## src/rtl/uart_tx.sv

```systemverilog
// UART transmitter: start bit, 8 data bits LSB first, optional even parity, one stop bit.
// Define UART_TX_PARITY_EN to insert the even parity bit (11-bit frame instead of 10).
module uart_tx #(
  parameter int unsigned CLOCKS_PER_BIT = 8
) (
  input  logic       clk,
  input  logic       reset,
  input  logic [7:0] tx_data,
  input  logic       tx_valid,
  output logic       tx_ready,
  output logic       tx_busy,
  output logic       serial_out
);

  localparam int unsigned CNT_W = (CLOCKS_PER_BIT > 1) ? $clog2(CLOCKS_PER_BIT) : 1;
  localparam logic [CNT_W-1:0] CNT_LAST = CNT_W'(CLOCKS_PER_BIT - 1);

  generate
    if (CLOCKS_PER_BIT < 2) begin : g_bad_cpb
      $error("uart_tx: CLOCKS_PER_BIT must be >= 2");
    end
  endgenerate

  typedef enum logic [2:0] {
    S_IDLE,
    S_START,
    S_DATA,
`ifdef UART_TX_PARITY_EN
    S_PARITY,
`endif
    S_STOP
  } state_e;

  state_e           state_q;
  logic [7:0]       shift_q;
  logic [2:0]       bit_cnt_q;
  logic [CNT_W-1:0] cyc_cnt_q;
  logic             serial_q;
  logic             ready_q;
  logic             busy_q;
`ifdef UART_TX_PARITY_EN
  logic             parity_q;
`endif

  logic bit_end;
  assign bit_end = (cyc_cnt_q == CNT_LAST);

  // Frame sequencer; serial_q only changes on bit boundaries so the pad is glitch-free.
  always_ff @(posedge clk) begin
    if (reset) begin
      state_q   <= S_IDLE;
      shift_q   <= 8'h00;
      bit_cnt_q <= 3'd0;
      cyc_cnt_q <= '0;
      serial_q  <= 1'b1;
      ready_q   <= 1'b1;
      busy_q    <= 1'b0;
`ifdef UART_TX_PARITY_EN
      parity_q  <= 1'b0;
`endif
    end else begin
      if (state_q != S_IDLE) begin
        cyc_cnt_q <= bit_end ? '0 : cyc_cnt_q + CNT_W'(1);
      end

      case (state_q)
        S_IDLE: begin
          if (tx_valid) begin
            shift_q   <= tx_data;
            bit_cnt_q <= 3'd0;
            cyc_cnt_q <= '0;
`ifdef UART_TX_PARITY_EN
            parity_q  <= ^tx_data;
`endif
            state_q   <= S_START;
            serial_q  <= 1'b0;
            ready_q   <= 1'b0;
            busy_q    <= 1'b1;
          end
        end

        S_START: begin
          if (bit_end) begin
            state_q  <= S_DATA;
            serial_q <= shift_q[0];
          end
        end

        S_DATA: begin
          if (bit_end) begin
            if (bit_cnt_q == 3'd7) begin
`ifdef UART_TX_PARITY_EN
              state_q  <= S_PARITY;
              serial_q <= parity_q;
`else
              state_q  <= S_STOP;
              serial_q <= 1'b1;
`endif
            end else begin
              bit_cnt_q <= bit_cnt_q + 3'd1;
              shift_q   <= {1'b0, shift_q[7:1]};
              serial_q  <= shift_q[1];
            end
          end
        end

`ifdef UART_TX_PARITY_EN
        S_PARITY: begin
          if (bit_end) begin
            state_q  <= S_STOP;
            serial_q <= 1'b1;
          end
        end
`endif

        S_STOP: begin
          if (bit_end) begin
            state_q <= S_IDLE;
            ready_q <= 1'b1;
            busy_q  <= 1'b0;
          end
        end

        default: begin
          state_q  <= S_IDLE;
          serial_q <= 1'b1;
          ready_q  <= 1'b1;
          busy_q   <= 1'b0;
        end
      endcase
    end
  end

  assign tx_ready   = ready_q;
  assign tx_busy    = busy_q;
  assign serial_out = serial_q;

endmodule

```

## config.mk

```make
export PLATFORM = sky130hd
export DESIGN_NAME = uart_tx
export DESIGN_NICKNAME = d
export VERILOG_FILES = /design/src/rtl/uart_tx.sv
export SDC_FILE = /design/constraint.sdc
export NUM_CORES = 1
export LEC_CHECK = 0
export BUFFER_PORTS_ARGS = -buffer_cell sky130_fd_sc_hd__buf_2
export CORE_ASPECT_RATIO = 1.1
export CORE_MARGIN = 2
export CORE_UTILIZATION = 60
export DETAILED_ROUTE_END_ITERATION = 12
export HOLD_SLACK_MARGIN = 0.08
export PLACE_DENSITY = 0.84
export SYNTH_ARGS = -nofsm -noshare
export SYNTH_HDL_FRONTEND = slang
export SYNTH_SLANG_ARGS = --single-unit
```

## constraint.sdc

```tcl
create_clock -name clk -period 3.9 [get_ports clk]
set_input_delay 0.195 -clock clk [delete_from_list [all_inputs] [get_ports clk]]
set_output_delay 0.195 -clock clk [all_outputs]
set_load 0.03 [all_outputs]
```

==> results.ini, run 1 <==
[global_route]
vias_in_the_first_global_route = 791
grt.total_usage = 0.205
grt_antenna_before_repair = 0
grt_first_pass_wirelength_mm = 3.28
gr-total-overflow = 0
pin_count_of_the_biggest_net_entering_global_routing = 23

[placement]
gpl.final_weighted_congestion = 0.839
port-buffer-count = 13
detailed_place.area_um2 = 1120
post-dp-hpwl_mm = 1.38
pre_cts_worst_setup_slack_ns = 1.73
placed_cells = 134

[layout]
post_route_cells_drive_above_1_share = 0.275
design_area_um2 = 1150
most-common-layout-cells = 19 x sky130_fd_sc_hd__dfxtp_1, 14 x sky130_fd_sc_hd__nor2_1, 13 x sky130_fd_sc_hd__buf_2
num-nets-final = 142
syn2layout_area_growth_pct = 6.26
stdcell_count = 138
mostFrequentLayoutCell = sky130_fd_sc_hd__dfxtp_1
postLayoutCoreUtil = 0.658
antenna_cells = 0

[floorplanning]
die_h_um = 48.5
floorplan.initialDensity = 0.619
fp.dieW_um = 44.4
core-area_um2 = 1740
top_level_ports = 14
fp.dieArea_um2 = 2150
placement_rows = 16

[setup_path]
cp_cell_sequence = inv_1, ha_1, nor2b_4, a211oi_4, nand2b_1, a21oi_2
critPathLaunchType = flop
timing.critical_path.fanout_max = 22
cp_data_required_time_ns = 4.08
worst_path_arrival_time_ns = 2.40
critical_path.max_stage_delay_ns = 0.74
timing.critical_path.slowest_stage_cell = sky130_fd_sc_hd__a211oi_4
worstSetupEndpointType = flop
critical_path_buf_inv_count = 1
timing.setup.critical_path_class = flop to flop
timing.critical_path.max_delay_family = compound AO/OA/AOI/OAI gates

[drt]
drt_wl_total_mm = 1.86
wl_met1_um = 818
avgRoutedWirePerCell_um = 13.5
dr_wl_met2_um = 937
detail_route.first_pass.iterations = 4
final_antenna_net_count = 0
routed.top_layer = met4
post_drt_via_cell_ratio = 5.72
drtIter0Drc = 10
dr_wl_met3_um = 50
post-route-drc-count = 0
vias = 790

[clock_tree]
postCtsSetupBuffers = 0
cts_hold_repair.buffers = 0
clkSlewWorstSetupHoldPaths_ns = 0.12
clk_latency_ns = 0.32
cts-resized-gates = 0
cts_buffers = 3
cts.root.buffer_cell = sky130_fd_sc_hd__clkbuf_4
cts_max_level = 1
clkSinkCount = 19
cts_max_path_buffers = 2
tritoncts = done

[timing]
rsz_0062_raised_after_global_routing = no
period_minus_slack_ns = 2.21
final-setup-viol-count = 0
post-route-period-util = 0.568
hold_viol = 0
max_clock_freq_mhz = 452
post_route_worst_setup_slack_ns = 1.69
clock_skew_ns = 0.0171
worst_tran_pin_value_ns = 0.961
timing.slew.headroom = 0.357
timing.final.max_slew_violations = 0
final.setup.tns_ns = 0

[outcome]
outcome = finished, final reports clean

[synth]
postSynth.asyncResetShare = 0
yosysWarnings = 0
post_synth_num_cell_types = 31
synthesized_area_um2 = 1080
syn-instance-count = 109
postSynthAreaPerCell_um2 = 9.89
netlist_top_cells_area = sky130_fd_sc_hd__dfxtp_1 35%, sky130_fd_sc_hd__ha_1 12%, sky130_fd_sc_hd__a211oi_2 8.1%
yosys_most_used_dff = sky130_fd_sc_hd__dfxtp_1
mappedNetlistNets = 130
synth_seq_area_share = 0.353
synth-seq-cells = 19
synth-edff-count = 0
post-synth-top-area-cell = sky130_fd_sc_hd__dfxtp_1
synthDominantCellAreaShare = 0.353

[run]
cap_violations = 0

[power]
static_leakage_nw = 0.460
power-per-cell-area_nw_per_um2 = 775
peakVddDrop_mv = 0.385

[min_path]
timing.hold.worst.class = primary input to flop

power by group:
part / internal (mW) / switching (mW)
sequential: 0.258 / 0.0387
clock: 0.0392 / 0.0657
combinational: 0.196 / 0.291
sequential cells by signal (all words and copies together) (netlist names):
signal and flops:
cyc_cnt_q 3, state_q 2, bit_cnt_q 3, shift_q 8
serial_out 1, tx_ready 1, tx_busy 1
synth_stat cells (2+ instances only):
cell and n:
sky130_fd_sc_hd__a21oi_1 5, sky130_fd_sc_hd__dfxtp_1 19, sky130_fd_sc_hd__ha_1 10, sky130_fd_sc_hd__o21ai_0 3, sky130_fd_sc_hd__nand2_1 3, sky130_fd_sc_hd__a211oi_2 7, sky130_fd_sc_hd__nand2b_1 6, sky130_fd_sc_hd__mux2i_1 8
sky130_fd_sc_hd__a21oi_2 3, sky130_fd_sc_hd__buf_6 3, sky130_fd_sc_hd__nand3_2 2, sky130_fd_sc_hd__nand3_1 3, sky130_fd_sc_hd__inv_1 6, sky130_fd_sc_hd__nor2_1 14
per-stage QoR:
| stage | hold WS (ns) | total power [mW] |
|---|---|---|
| global placement | 0.462 | 0.764 |
| detailed placement | 0.472 | 0.789 |
| finish | 0.142 | 0.889 |
| CTS | 0.138 | 0.893 |
| global route | 0.135 | 0.963 |
| floorplan | 0.344 | 0.751 |
area by class of cell:
cell class / instances / area [um2]
fill: 154 / 596
clock inverter: 1 / 7.51
inverter: 6 / 22.5
sequential: 19 / 380
tap: 18 / 22.5
timing repair buffer: 13 / 65.1
multi-input combinational: 78 / 626
clock buffer: 3 / 22.5
cell families (layout without fill, tap and decap cells):
logic type	count (synthesis)	in the layout	share of synthesized area
AND/OR/NAND/NOR	35	35	0.183
adder cells (fa/ha/maj)	10	10	0.116
flip-flops	19	19	0.353
buffers and inverters	12	23	0.0673
AO/OA/AOI/OAI	25	25	0.207
multiplexers	8	8	0.0742
worst paths after layout:
kind              slack, ns  depth (start not counted)                         to                    start
setup / recovery       1.69                          6  bit_cnt_q[1]$_SDFFE_PP0P_  state_q[1]$_SDFFE_PP0P_
hold reg to reg        0.48                          2       tx_busy$_SDFFE_PP0P_     tx_busy$_SDFFE_PP0P_
hold / removal         0.14                          3    shift_q[7]$_SDFFE_PP0P_               tx_data[7]
setup reg to reg       1.69                          6  bit_cnt_q[1]$_SDFFE_PP0P_  state_q[1]$_SDFFE_PP0P_
worst min-delay path: stages:
cell and delay (ns):
sky130_fd_sc_hd__buf_2 0.11, sky130_fd_sc_hd__nand3_2 0.07, sky130_fd_sc_hd__a21oi_2 0.05
per-layer routing:
layer,track usage,up-vias
met5,0,-
met3,0.0224,5
li1,-,403
met4,0.116,0
met1,0.241,370
met2,0.348,12
No activity file was read; power rests on OpenSTA's default activity.
==> run 2: changes to the inputs <==
--- a/config.mk
+++ b/config.mk
@@ -8,10 +8,10 @@
 export BUFFER_PORTS_ARGS = -buffer_cell sky130_fd_sc_hd__buf_2
 export CORE_ASPECT_RATIO = 1.1
 export CORE_MARGIN = 2
-export CORE_UTILIZATION = 60
+export CORE_UTILIZATION = 55
 export DETAILED_ROUTE_END_ITERATION = 12
 export HOLD_SLACK_MARGIN = 0.08
-export PLACE_DENSITY = 0.84
+export PLACE_DENSITY = 0.78
 export SYNTH_ARGS = -nofsm -noshare
 export SYNTH_HDL_FRONTEND = slang
 export SYNTH_SLANG_ARGS = --single-unit
==> constraint.sdc (replaced) <==
create_clock -name clk -period 2.2 [get_ports clk]
set_input_delay 0.11 -clock clk [delete_from_list [all_inputs] [get_ports clk]]
set_output_delay 0.11 -clock clk [all_outputs]
set_load 0.03 [all_outputs]
==> run 2 against run 1 <==
Net effect:
- cell count increased by 8.7%
- sequential power increased by 76%
- count of clock-buffer cells in the layout grew 1
- largest power group unchanged
- critical path type unchanged
- critical endpoint is now shift_q[4]$_SDFFE_PP0P_
- clock skew fell by 0.011 ns
- highest routed layer unchanged
==> results.ini, run 2 (synthesis results as in run 1) <==
[outcome]
outcome = finished, final reports clean

[global_route]
grt_first_pass_wirelength_mm = 3.32
grt_antenna_before_repair = 0
vias_in_the_first_global_route = 807
gr-total-overflow = 0
grt.total_usage = 0.192
pin_count_of_the_biggest_net_entering_global_routing = 23

[floorplanning]
die_h_um = 50.4
fp.dieArea_um2 = 2330
core-area_um2 = 1820
placement_rows = 16
top_level_ports = 14
fp.dieW_um = 46.2
floorplan.initialDensity = 0.592

[power]
totalPowerFinal_mw = 1.59
static_leakage_nw = 0.475
power-per-cell-area_nw_per_um2 = 1350
peakVddDrop_mv = 0.741

[setup_path]
worst_setup_path_startpoint = state_q[0]$_SDFFE_PP0P_
timing.critical_path.fanout_max = 22
worst_path_arrival_time_ns = 2.03
rr_worst_depth = 7
cp_data_required_time_ns = 2.43
timing.critical_path.slowest_stage_cell = sky130_fd_sc_hd__ha_1
rr_endpoint = shift_q[4]$_SDFFE_PP0P_
cp_cell_sequence = inv_1, ha_1, nor2_2, a211oi_4, buf_4, nor2_1, a211oi_2
rrSetupSlack_ns = 0.40
critPathLaunchType = flop
critical_path.max_stage_delay_ns = 0.38
worstSetupEndpointType = flop
rr_startpoint = state_q[0]$_SDFFE_PP0P_
timing.setup.critical_path_class = flop to flop
crit_path_end = shift_q[4]$_SDFFE_PP0P_

[placement]
post-dp-hpwl_mm = 1.39
detailed_place.area_um2 = 1140
port-buffer-count = 13
gpl.final_weighted_congestion = 0.834

[drt]
drt_wl_total_mm = 1.85
post_drt_via_cell_ratio = 5.29
avgRoutedWirePerCell_um = 12.4
drtIter0Drc = 6
detail_route.first_pass.iterations = 5
post-route-drc-count = 0
final_antenna_net_count = 0
vias = 794

[clock_tree]
tritoncts = done
cts_max_path_buffers = 2
cts_max_level = 1
cts-resized-gates = 0
clkSlewWorstSetupHoldPaths_ns = 0.11
clk_latency_ns = 0.29
postCtsSetupBuffers = 0
clkSinkCount = 19
cts_buffers = 3
cts.root.buffer_cell = sky130_fd_sc_hd__clkbuf_4

[timing]
period_minus_slack_ns = 1.80
worst_tran_pin_value_ns = 0.414
timing.slew.headroom = 0.724
hold_viol = 0
rsz_0062_raised_after_global_routing = no
post-route-period-util = 0.818
max_clock_freq_mhz = 556
clock_skew_ns = 0.00616
final.setup.tns_ns = 0
timing.final.max_slew_violations = 0
final-setup-viol-count = 0

[layout]
postLayoutCoreUtil = 0.647
syn2layout_area_growth_pct = 9.28
post_route_cells_drive_above_1_share = 0.276
largest_register = shift_q
reg.largest.list = shift_q: 8 flops, bit_cnt_q: 3 flops, cyc_cnt_q: 3 flops
antenna_cells = 0
num-nets-final = 145
most-common-layout-cells = 19 x sky130_fd_sc_hd__dfxtp_1, 14 x sky130_fd_sc_hd__nor2_1, 13 x sky130_fd_sc_hd__buf_2
mostFrequentLayoutCell = sky130_fd_sc_hd__dfxtp_1
design_area_um2 = 1180
largest_register_ffs = 8

[min_path]
timing.hold.worst.class = primary input to flop

[run]
cap_violations = 0

## run 2: cell types whose count changed in the layout (fill, tap and decap cells not counted), sizes merged
| cell | change |
|---|---|
| buf | +2 |
| clkbuf | +1 |
| clkinvlp | -1 |
| dlygate4sd3 | +1 |
## run 2: critical path, delay by kind of cell (launching register included)
family	cells	cell delay, ns
AOI/OAI and AO/OA	2	0.40
adders and majority gates	1	0.38
buffers and inverters	2	0.42
DFF	1	0.35
and+or+nand+nor	2	0.19
## run 2: cell type report
| cell class | count | area, um2 |
|---|---|---|
| sequential | 19 | 380 |
| clock buffer | 4 | 26.3 |
| tap | 27 | 33.8 |
| fill | 164 | 643 |
| multi-input combinational | 78 | 626 |
| timing repair buffer | 16 | 90.1 |
| inverter | 6 | 22.5 |
## run 2: worst min path at each step
| stage | startpoint | endpoint | slack, ns | cells past startpoint |
|---|---|---|---|---|
| 2_1_floorplan | tx_data[7] | shift_q[7]$_SDFFE_PP0P_ | 0.26 | 2 |
| 3_3_place_gp | tx_data[7] | shift_q[7]$_SDFFE_PP0P_ | 0.39 | 3 |
| 3_5_place_dp | tx_data[7] | shift_q[7]$_SDFFE_PP0P_ | 0.39 | 3 |
| 4_1_cts | tx_valid | tx_busy$_SDFFE_PP0P_ | 0.12 | 3 |
| 5_1_grt | tx_valid | tx_busy$_SDFFE_PP0P_ | 0.15 | 3 |
| 6_report | tx_valid | tx_busy$_SDFFE_PP0P_ | 0.14 | 3 |
## run 2: metal layers
| metal | vias to the layer above | wire length (um) | global-route usage |
|---|---|---|---|
| met1 | 370 | 848 | 0.234 |
| met5 | - | 0 | 0 |
| met3 | 2 | 52 | 0.0216 |
| met4 | 0 | 14 | 0.0905 |
| met2 | 13 | 937 | 0.324 |
| li1 | 409 | - | - |
## run 2: repair_timing
item	in CTS	in global routing
setup endpoints to repair	0	0
endpoints found under the hold margin	1	0
hold buffers	1	0
## run 2: where the power goes
group          switching [mW]  internal [mW]  leakage (nW)
combinational           0.517          0.369         0.304
clock                   0.105         0.0706        0.0150
sequential             0.0668          0.457         0.156
## run 2: metrics by stage
| step | worst slack (ns) | hold slack (ns) | cells |
|---|---|---|---|
| 5_1_grt | 0.224 | 0.154 | 150 |
| 6_report | 0.401 | 0.135 | 150 |
| 3_5_place_dp | 0.422 | 0.394 | 145 |
| 4_1_cts | 0.402 | 0.124 | 150 |
| 3_3_place_gp | 0.491 | 0.389 | 145 |
| 2_1_floorplan | 0.643 | 0.259 | 109 |
==> run 3: changes to the inputs <==
==> constraint.sdc (replaced) <==
create_clock -name clk -period 1.84 [get_ports clk]
set_input_delay 0.092 -clock clk [delete_from_list [all_inputs] [get_ports clk]]
set_output_delay 0.092 -clock clk [all_outputs]
set_load 0.03 [all_outputs]
==> run 3 against run 2 <==
Net effect:
- cell count grew 0.67%
- worst hold slack worse by 0.013 ns
- power up 26%
- count of clock-buffer cells in the layout stayed put
- global-route usage is 0.56 points higher
- first-iteration DRC count up 50%
- via count is 0.63% higher
- critical endpoint is now shift_q[1]$_SDFFE_PP0P_
- non-clock buffer count up 1
- critical path depth did not move
- combinational power increased by 30%
- critical path type unchanged
- core utilization up 1.2 points
==> results.ini, run 3 (synthesis results as in run 1) <==
[outcome]
outcome = finished, final reports clean

[run]
cap_violations = 0

[power]
totalPowerFinal_mw = 2.00
static_leakage_nw = 0.483
peakVddDrop_mv = 0.937
power-per-cell-area_nw_per_um2 = 1660

[layout]
sequential_area_um2 = 380
largest_register = shift_q
post_route_cells_drive_above_1_share = 0.290
most-common-layout-cells = 19 x sky130_fd_sc_hd__dfxtp_1, 14 x sky130_fd_sc_hd__nor2_1, 13 x sky130_fd_sc_hd__buf_2
largest_register_ffs = 8
fill_cells = 166
multi_input_area_um2 = 628
postLayoutCoreUtil = 0.659
reg.largest.list = shift_q: 8 flops, bit_cnt_q: 3 flops, cyc_cnt_q: 3 flops
num-nets-final = 146
mostFrequentLayoutCell = sky130_fd_sc_hd__dfxtp_1
antenna_cells = 0
syn2layout_area_growth_pct = 11.4

[clock_tree]
cts_buffers = 3
clk_latency_ns = 0.30
tritoncts = done
postCtsSetupBuffers = 0
clkSlewWorstSetupHoldPaths_ns = 0.10
clkSinkCount = 19
cts_max_path_buffers = 2
cts.root.buffer_cell = sky130_fd_sc_hd__clkbuf_4
cts_max_level = 1

[timing]
final.setup.tns_ns = 0
fin_hold_ws_ns = 0.122
max_clock_freq_mhz = 583
post-route-period-util = 0.932
post_route_worst_setup_slack_ns = 0.126
period_minus_slack_ns = 1.71
timing.slew.headroom = 0.725
timing.final.max_slew_violations = 0
worst_tran_pin_value_ns = 0.413
final-setup-viol-count = 0
rsz_0062_raised_after_global_routing = no
clock_skew_ns = 0.000993
hold_viol = 0

[placement]
post-dp-hpwl_mm = 1.38
pre_cts_worst_setup_slack_ns = 0.137
gpl.final_weighted_congestion = 0.824
port-buffer-count = 13

[drt]
vias = 799
drt_wl_total_mm = 1.90
post_drt_via_cell_ratio = 5.29
drtIter0Drc = 9
post-route-drc-count = 0
detail_route.first_pass.iterations = 4
final_antenna_net_count = 0
avgRoutedWirePerCell_um = 12.5

[setup_path]
critPathLaunchType = flop
timing.setup.critical_path_class = flop to flop
timing.critical_path.fanout_max = 22
cp_data_required_time_ns = 2.07
worstSetupEndpointType = flop
worst_path_arrival_time_ns = 1.94

[floorplanning]
fp.dieW_um = 46.2
floorplan.initialDensity = 0.592
die_h_um = 50.4
placement_rows = 16
fp.dieArea_um2 = 2330
top_level_ports = 14
core-area_um2 = 1820

[global_route]
vias_in_the_first_global_route = 799
pin_count_of_the_biggest_net_entering_global_routing = 23
grt_first_pass_wirelength_mm = 3.37
gr-total-overflow = 0
grt.total_usage = 0.198
grt_antenna_before_repair = 0

[min_path]
timing.hold.worst.class = primary input to flop

## run 3: cell count changes in the layout (fill, tap and decap cells not counted), sizes merged
cell  change
buf       +1
## run 3: timing repair
| item | CTS | global route |
|---|---|---|
| resized for setup | 0 | 1 |
| hold endpoints to repair | 1 | 0 |
| hold buffers | 1 | 0 |
| endpoints found under the setup margin | 0 | 1 |
## run 3: per-layer routing
layer  share of wire  vias to the layer above  track usage
met3           0.035                        5       0.0324
li1                -                      412            -
met5               0                        -            0
met4           0.022                        0       0.0857
met1            0.43                      364        0.245
met2            0.51                       18        0.326
## run 3: worst max-delay path: stages, from the launching register on
cell and delay [ns]:
sky130_fd_sc_hd__dfxtp_1 0.34, sky130_fd_sc_hd__ha_1 0.20, sky130_fd_sc_hd__ha_1 0.21, sky130_fd_sc_hd__nand2b_4 0.15, sky130_fd_sc_hd__a211oi_4 0.27, sky130_fd_sc_hd__buf_12 0.20, sky130_fd_sc_hd__nor2_1 0.07, sky130_fd_sc_hd__a211oi_2 0.20
## run 3: area by class of cell
| type | count | share of cell area |
|---|---|---|
| flip-flops and latches | 19 | 0.317 |
| inverters | 6 | 0.0188 |
| multi-input cells | 78 | 0.523 |
| well taps | 27 | 0.0281 |
| clock buffers | 4 | 0.0219 |
| repair buffers | 17 | 0.0917 |
## run 3: power breakdown
group | leakage [nW] | internal, mW | switching (mW) | total (mW)
Combinational | 0.312 | 0.516 | 0.635 | 1.15
Clock | 0.0150 | 0.0847 | 0.131 | 0.216
Sequential | 0.156 | 0.547 | 0.0818 | 0.629
## run 3: per-stage QoR
stage          std cells  cell area (um2)
6_report             151             1200
5_1_grt              151             1200
3_5_place_dp         146             1160
4_1_cts              151             1200
2_1_floorplan        109             1080
3_3_place_gp         146             1160
## run 3: final timing paths
check,from,end,slack [ns],cells past startpoint
worst max register to register,bit_cnt_q[0]$_SDFFE_PP0P_,shift_q[1]$_SDFFE_PP0P_,0.13,7
worst min register to register,tx_busy$_SDFFE_PP0P_,tx_busy$_SDFFE_PP0P_,0.48,2
worst min-delay path,tx_valid,tx_busy$_SDFFE_PP0P_,0.12,3
worst max-delay path,bit_cnt_q[0]$_SDFFE_PP0P_,shift_q[1]$_SDFFE_PP0P_,0.13,7
